<file path="config.mk">
export PLATFORM = sky130hd
export DESIGN_NAME = spi_serf_flat
export DESIGN_NICKNAME = d
export VERILOG_FILES = /design/src/rtl/spi_serf_if.sv /design/src/rtl/spi_serf.sv /design/src/flat_wrapper.sv
export SDC_FILE = /design/constraint.sdc
export NUM_CORES = 1
export LEC_CHECK = 0
export ABC_AREA = 1
export BUFFER_PORTS_ARGS = -buffer_cell sky130_fd_sc_hd__buf_4
export CAP_MARGIN = 5
export CELL_PAD_IN_SITES_DETAIL_PLACEMENT = 1
export CELL_PAD_IN_SITES_GLOBAL_PLACEMENT = 2
export CORE_MARGIN = 3
export CORE_UTILIZATION = 28
export DETAILED_ROUTE_END_ITERATION = 10
export GPL_ROUTABILITY_DRIVEN = 0
export PLACE_DENSITY_LB_ADDON = 0.1
export SLEW_MARGIN = 0
export SYNTH_ARGS = -nofsm -noshare
export SYNTH_HDL_FRONTEND = slang
export SYNTH_SLANG_ARGS = --single-unit
</file>
<file path="constraint.sdc">
create_clock -name clk -period 2.2 [get_ports clk]
set_input_delay 0.44 -clock clk [delete_from_list [all_inputs] [get_ports clk]]
set_output_delay 0.44 -clock clk [all_outputs]
set_load 0.005 [all_outputs]
</file>
<file path="src/rtl/spi_serf_if.sv">
// Bus bundle between an SPI monarch and the spi_serf responder.
// The serf modport sees the pins plus its local tx/rx handshake.
`timescale 1ns/1ps
interface spi_serf_if #(
  parameter int WIDTH = 16
);
  logic             SS_n;
  logic             SCLK;
  logic             MOSI;
  logic             MISO;
  logic             wrt;
  logic [WIDTH-1:0] tx_data;
  logic [WIDTH-1:0] rx_data;
  logic             rdy;
  logic             clr_rdy;
  logic             frm_err;

  modport slave (
    input  SS_n, SCLK, MOSI, wrt, tx_data, clr_rdy,
    output MISO, rx_data, rdy, frm_err
  );

  modport master (
    output SS_n, SCLK, MOSI, wrt, tx_data, clr_rdy,
    input  MISO, rx_data, rdy, frm_err
  );
endinterface

</file>
<file path="src/rtl/spi_serf.sv">
// SPI mode-3 responder: oversamples SS_n/SCLK/MOSI on clk, captures a WIDTH-bit
// command MSB first and returns the preloaded response word on MISO in the same frame.
`timescale 1ns/1ps
module spi_serf #(
  parameter int WIDTH = 16
) (
  input  logic     clk,
  input  logic     rst_n,
  spi_serf_if.slave bus
);
  localparam int CW = $clog2(WIDTH + 1);
  localparam logic [CW-1:0] CNT_FULL = CW'(WIDTH);
  localparam logic [CW-1:0] CNT_MAX  = {CW{1'b1}};

  localparam logic [1:0] IDLE   = 2'd0;
  localparam logic [1:0] ACTIVE = 2'd1;
  localparam logic [1:0] RESYNC = 2'd2;

  // [0] first sync flop, [1] synchronized level, [2] edge-detect history
  logic [2:0]       ss_sync, sclk_sync, mosi_sync;
  logic [1:0]       state_reg;
  logic [1:0]       fill_cnt_reg;
  logic [WIDTH-1:0] shift_reg;
  logic [CW-1:0]    bit_cnt_reg;
  logic [WIDTH-1:0] tx_hold_reg;
  logic [WIDTH-1:0] rx_data_reg;
  logic             rdy_reg;
  logic             frm_err_reg;

  logic             ss_fall, ss_rise, sclk_rise;
  logic [WIDTH-1:0] shift_next;
  logic [CW-1:0]    bit_cnt_next;

  always_ff @(posedge clk or negedge rst_n) begin
    if (!rst_n) begin
      ss_sync   <= 3'b111;
      sclk_sync <= 3'b111;
      mosi_sync <= 3'b000;
    end else begin
      ss_sync   <= {ss_sync[1:0], bus.SS_n};
      sclk_sync <= {sclk_sync[1:0], bus.SCLK};
      mosi_sync <= {mosi_sync[1:0], bus.MOSI};
    end
  end

  assign ss_fall   = ~ss_sync[1] & ss_sync[2];
  assign ss_rise   = ss_sync[1] & ~ss_sync[2];
  assign sclk_rise = sclk_sync[1] & ~sclk_sync[2];

  // A rise coinciding with ss_rise is folded in before the bit count is judged.
  always_comb begin
    shift_next   = shift_reg;
    bit_cnt_next = bit_cnt_reg;
    if (sclk_rise) begin
      shift_next   = {shift_reg[WIDTH-2:0], mosi_sync[2]};
      bit_cnt_next = (bit_cnt_reg == CNT_MAX) ? bit_cnt_reg : bit_cnt_reg + 1'b1;
    end
  end

  always_ff @(posedge clk or negedge rst_n) begin
    if (!rst_n) begin
      state_reg    <= RESYNC;
      fill_cnt_reg <= 2'd0;
      shift_reg    <= '0;
      bit_cnt_reg  <= '0;
      tx_hold_reg  <= '0;
      rx_data_reg  <= '0;
      rdy_reg      <= 1'b0;
      frm_err_reg  <= 1'b0;
    end else begin
      frm_err_reg <= 1'b0;
      if (bus.wrt) tx_hold_reg <= bus.tx_data;
      if (bus.clr_rdy) rdy_reg <= 1'b0;
      if (fill_cnt_reg != 2'd3) fill_cnt_reg <= fill_cnt_reg + 2'd1;

      case (state_reg)
        RESYNC: begin
          // Wait for the synchronizers to fill before trusting SS_n.
          if (fill_cnt_reg == 2'd3 && ss_sync[1]) state_reg <= IDLE;
        end
        IDLE: begin
          if (ss_fall) begin
            shift_reg   <= bus.wrt ? bus.tx_data : tx_hold_reg;
            bit_cnt_reg <= '0;
            state_reg   <= ACTIVE;
          end
        end
        ACTIVE: begin
          shift_reg   <= shift_next;
          bit_cnt_reg <= bit_cnt_next;
          if (ss_rise) begin
            if (bit_cnt_next == CNT_FULL) begin
              rx_data_reg <= shift_next;
              rdy_reg     <= 1'b1;
            end else begin
              frm_err_reg <= 1'b1;
            end
            state_reg <= IDLE;
          end
        end
        default: state_reg <= RESYNC;
      endcase
    end
  end

  assign bus.MISO    = (state_reg == ACTIVE) & shift_reg[WIDTH-1];
  assign bus.rx_data = rx_data_reg;
  assign bus.rdy     = rdy_reg;
  assign bus.frm_err = frm_err_reg;
endmodule
</file>
<file path="src/flat_wrapper.sv">
// flat-port wrapper written by rule: the top's interface ports become plain ports
module spi_serf_flat 
#(
  parameter int WIDTH = 16
)
  (clk, rst_n, bus_SS_n, bus_SCLK, bus_MOSI, bus_wrt, bus_tx_data, bus_clr_rdy, bus_MISO, bus_rx_data, bus_rdy, bus_frm_err);
  spi_serf_if #(.WIDTH(WIDTH)) bus_i ();
  input  logic clk;
  input  logic rst_n;
  input wire logic [$bits(bus_i.SS_n)-1:0] bus_SS_n;
  input wire logic [$bits(bus_i.SCLK)-1:0] bus_SCLK;
  input wire logic [$bits(bus_i.MOSI)-1:0] bus_MOSI;
  input wire logic [$bits(bus_i.wrt)-1:0] bus_wrt;
  input wire logic [$bits(bus_i.tx_data)-1:0] bus_tx_data;
  input wire logic [$bits(bus_i.clr_rdy)-1:0] bus_clr_rdy;
  output wire logic [$bits(bus_i.MISO)-1:0] bus_MISO;
  output wire logic [$bits(bus_i.rx_data)-1:0] bus_rx_data;
  output wire logic [$bits(bus_i.rdy)-1:0] bus_rdy;
  output wire logic [$bits(bus_i.frm_err)-1:0] bus_frm_err;
  assign bus_i.SS_n = bus_SS_n;
  assign bus_i.SCLK = bus_SCLK;
  assign bus_i.MOSI = bus_MOSI;
  assign bus_i.wrt = bus_wrt;
  assign bus_i.tx_data = bus_tx_data;
  assign bus_i.clr_rdy = bus_clr_rdy;
  assign bus_MISO = bus_i.MISO;
  assign bus_rx_data = bus_i.rx_data;
  assign bus_rdy = bus_i.rdy;
  assign bus_frm_err = bus_i.frm_err;
  spi_serf #(.WIDTH(WIDTH)) u_core (.clk(clk), .rst_n(rst_n), .bus(bus_i));
endmodule
</file>
==> impl_metrics.toml <==
[floorplanning]
dieArea_um2 = 12000
die_h_um = 110
core_um2 = 10400
io_pins = 42
die_w_um = 110
start_util_pct = 29.0
std_cell_rows = 37

[final_layout]
n_fill_cell = 1270
drive_above_1_share_pct = 20.6
areaGrowthSynthToFinish_pct = 23.2
fin_nets = 423
n_antenna_cell = 0
final_cells = 539

[routing]
viasPerCell = 4.38
ant_nets = 0
routedWlPerCell_um = 14.0
post-route-drc-count = 0
drt_iter0_markers = 79
num_vias = 2360
drtPass1Iterations = 4
routed_wl_um = 7540

[global_routing]
gr-total-overflow = 0
grt_max_degree = 31
antenna_found_initial = 0
track_usage_pct = 13.9
grt_pass1_wl_um = 12600
grt_pass1_vias = 2436

[clocking]
cts.sinks = 68
clk_pin_slew_ns = 0.08
cts_tree = "built"
cts-root-buf = "clkbuf_8"
max-clock-path-buffers = 2
cts_resized = 0
clk_latency_ns = 0.34
numCtsBuffers = 9
htreeDepth = 3
cts-hold-fix-buffers = 0

[sta]
rsz0062_at_grt = "no"
period_needed_ns = 1.98
whs_ns = 0.0198
tightest_slew_ns = 0.806
slew_headroom_pct = 46.1
setup_tns_ns = 0
layout_worst_path_cycle_share_pct = 90.0
finalHoldViolCount = 0
fmax_mhz = 505
drv_slew = 0
clock_skew_ns = 0.0101
setup_viol = 0

[worst_setup_path]
worstSetupEndpoint = "u_core.bus.rx_data[9]$_DFFE_PN0P_"
end_kind = "flip-flop"
critPathRequiredTime_ns = 2.43
regToRegSetupSlack_ns = 0.22
path_max_fanout = 17
r2r_end = "u_core.bus.rx_data[9]$_DFFE_PN0P_"
ff2ff_path_depth = 8
critical_path_arrival_ns = 2.21
path_class = "flip-flop to flip-flop"
regToRegStartpoint = "u_core.bit_cnt_reg[1]$_DFFE_PN0P_"
start_kind = "flip-flop"
crit_start = "u_core.bit_cnt_reg[1]$_DFFE_PN0P_"

[yosys]
synth_nets = 377
synth_top_area_share_pct = 50.7
synthDistinctLibCells = 29
netlist_area_um2 = 3010
synth_area_leaders = "dfrtp_1 51%, nand2_1 21%, dfstp_2 6.1%, nand4_1 3.5%, nand3_1 2.7%"
ys_seq_area_share_pct = 56.8
synth_area_per_cell_um2 = 8.55
ys_seq_elements = 68
yosysWarnings = 0
synthCells = 352
yosysTopAreaCell = "dfrtp_1"

[place]
dp.cells = 521
dp_hpwl_um = 5520
portBuffers = 41

[power_and_ir_drop]
vdd.ir_drop.worst_v = 0.000300
p_leak_nw = 1.89
total_power_mw = 3.41
p_per_area_nw_per_um2 = 919

[hold_path]
min_path_type = "primary input to async pin"

[outcome]
status = "completed"

[job]
maxCapViolations = 0
final cells by class:
| class | count | area (um2) | share of cell area [%] |
|---|---|---|---|
| sequential | 68 | 1710 | 46.1 |
| clock inverter | 5 | 58.8 | 1.59 |
| timing repair buffer | 50 | 388 | 10.5 |
| inverter | 23 | 86.3 | 2.33 |
| tap | 136 | 170 | 4.59 |
| multi-input combinational | 246 | 1140 | 30.8 |
| clock buffer | 11 | 151 | 4.08 |
worst min-delay path by stage:
stage	from	to	slack (ns)	cells past startpoint
after floorplan	rst_n	u_core.bit_cnt_reg[0]$_DFFE_PN0P_	0.14	0
after global placement	u_core.mosi_sync[1]$_DFF_PN0_	u_core.mosi_sync[2]$_DFF_PN0_	0.34	0
after detailed placement	u_core.mosi_sync[1]$_DFF_PN0_	u_core.mosi_sync[2]$_DFF_PN0_	0.34	0
after CTS	rst_n	u_core.bit_cnt_reg[2]$_DFFE_PN0P_	0.02	1
after global routing	rst_n	u_core.fill_cnt_reg[0]$_DFFE_PN0P_	0.03	1
final	rst_n	u_core.bit_cnt_reg[2]$_DFFE_PN0P_	0.02	1
synth_stat cells (all sizes together):
library cell    n
nand2         171
dfrtp          61
inv            22
nand3          18
nand4          17
o21ai          14
clkbuf          9
nor2            9
dfstp           7
o211ai          7
buf             6
a21oi           2
ha              2
a22o            1
a22oi           1
a31oi           1
clkinv          1
mux2            1
o21bai          1
xnor2           1
worst max-delay path, cell delays in order (launching register included):
cell and delay, ns:
dfrtp_1 0.40, ha_1 0.24, nand3_1 0.12, o21bai_1 0.30
nand3_1 0.24, nor2_8 0.19, nand3_4 0.19, nand2_1 0.13
nand2_1 0.06
per-layer routing:
layer,track usage (%),vias to the layer above,wire [um],share of wire [%]
met5,0,-,0,0
met4,4.54,0,106,1.4
met3,3.29,9,381,5.1
met2,19.0,48,3080,41
met1,21.1,1082,3970,53
li1,-,1221,-,-
per-stage QoR:
stage                     setup WS (ns)  area [um2]  utilization [%]
after floorplan                   0.553        3010                -
after global placement            0.150        3480             33.6
after detailed placement          0.122        3480             33.6
after CTS                        0.0862        3690             35.6
after global routing             0.0563        3710             35.8
final                             0.220        3710             35.8
repair_timing:
action                                 in CTS  in global routing
endpoints found under the hold margin       0                  0
setup endpoints to repair                   0                 16
buffers inserted                            0                  2
cells by family (layout without fill, tap and decap cells):
kind of cell               Yosys count  count (layout)  share of synthesized area, %
adders and majority gates            2               2                         0.831
AOI/OAI and AO/OA                   27              27                          5.53
xor gates and xnor gates             1               1                         0.291
buffers and inverters               38              89                          5.20
muxes                                1               1                         0.374
DFF                                 68              68                          56.8
and+or+nand+nor                    215             215                          31.0
power by group:
part	total (mW)	switching [mW]	internal [mW]	leakage, nW
Clock	1.09	0.504	0.588	0.102
Sequential	1.55	0.116	1.44	0.859
Combinational	0.762	0.497	0.264	0.928
Total	3.41	1.12	2.29	1.89
cells in the final DEF (no fill, tap or decap):
cell type,synthesis,final
a21oi_1,2,2
a22o_1,1,1
a22oi_1,1,1
a31oi_1,1,1
buf_12,0,1
buf_4,0,49
bufinv_16,0,1
clkbuf_8,0,11
clkinv_1,1,1
clkinv_2,0,1
clkinvlp_4,0,2
dfrtp_1,61,61
dfstp_2,7,7
ha_1,2,2
inv_1,20,20
inv_2,2,2
inv_6,0,1
mux2_2,1,1
nand2_1,170,170
nand2_2,1,1
nand3_1,16,16
nand3_2,1,1
nand3_4,1,1
nand4_1,17,17
nor2_1,6,6
nor2_4,1,1
nor2_8,2,2
o211ai_1,7,7
o21ai_0,12,12
o21ai_1,1,1
o21ai_2,1,1
o21bai_1,1,1
xnor2_1,1,1
No activity file was read; power rests on OpenSTA's default activity.
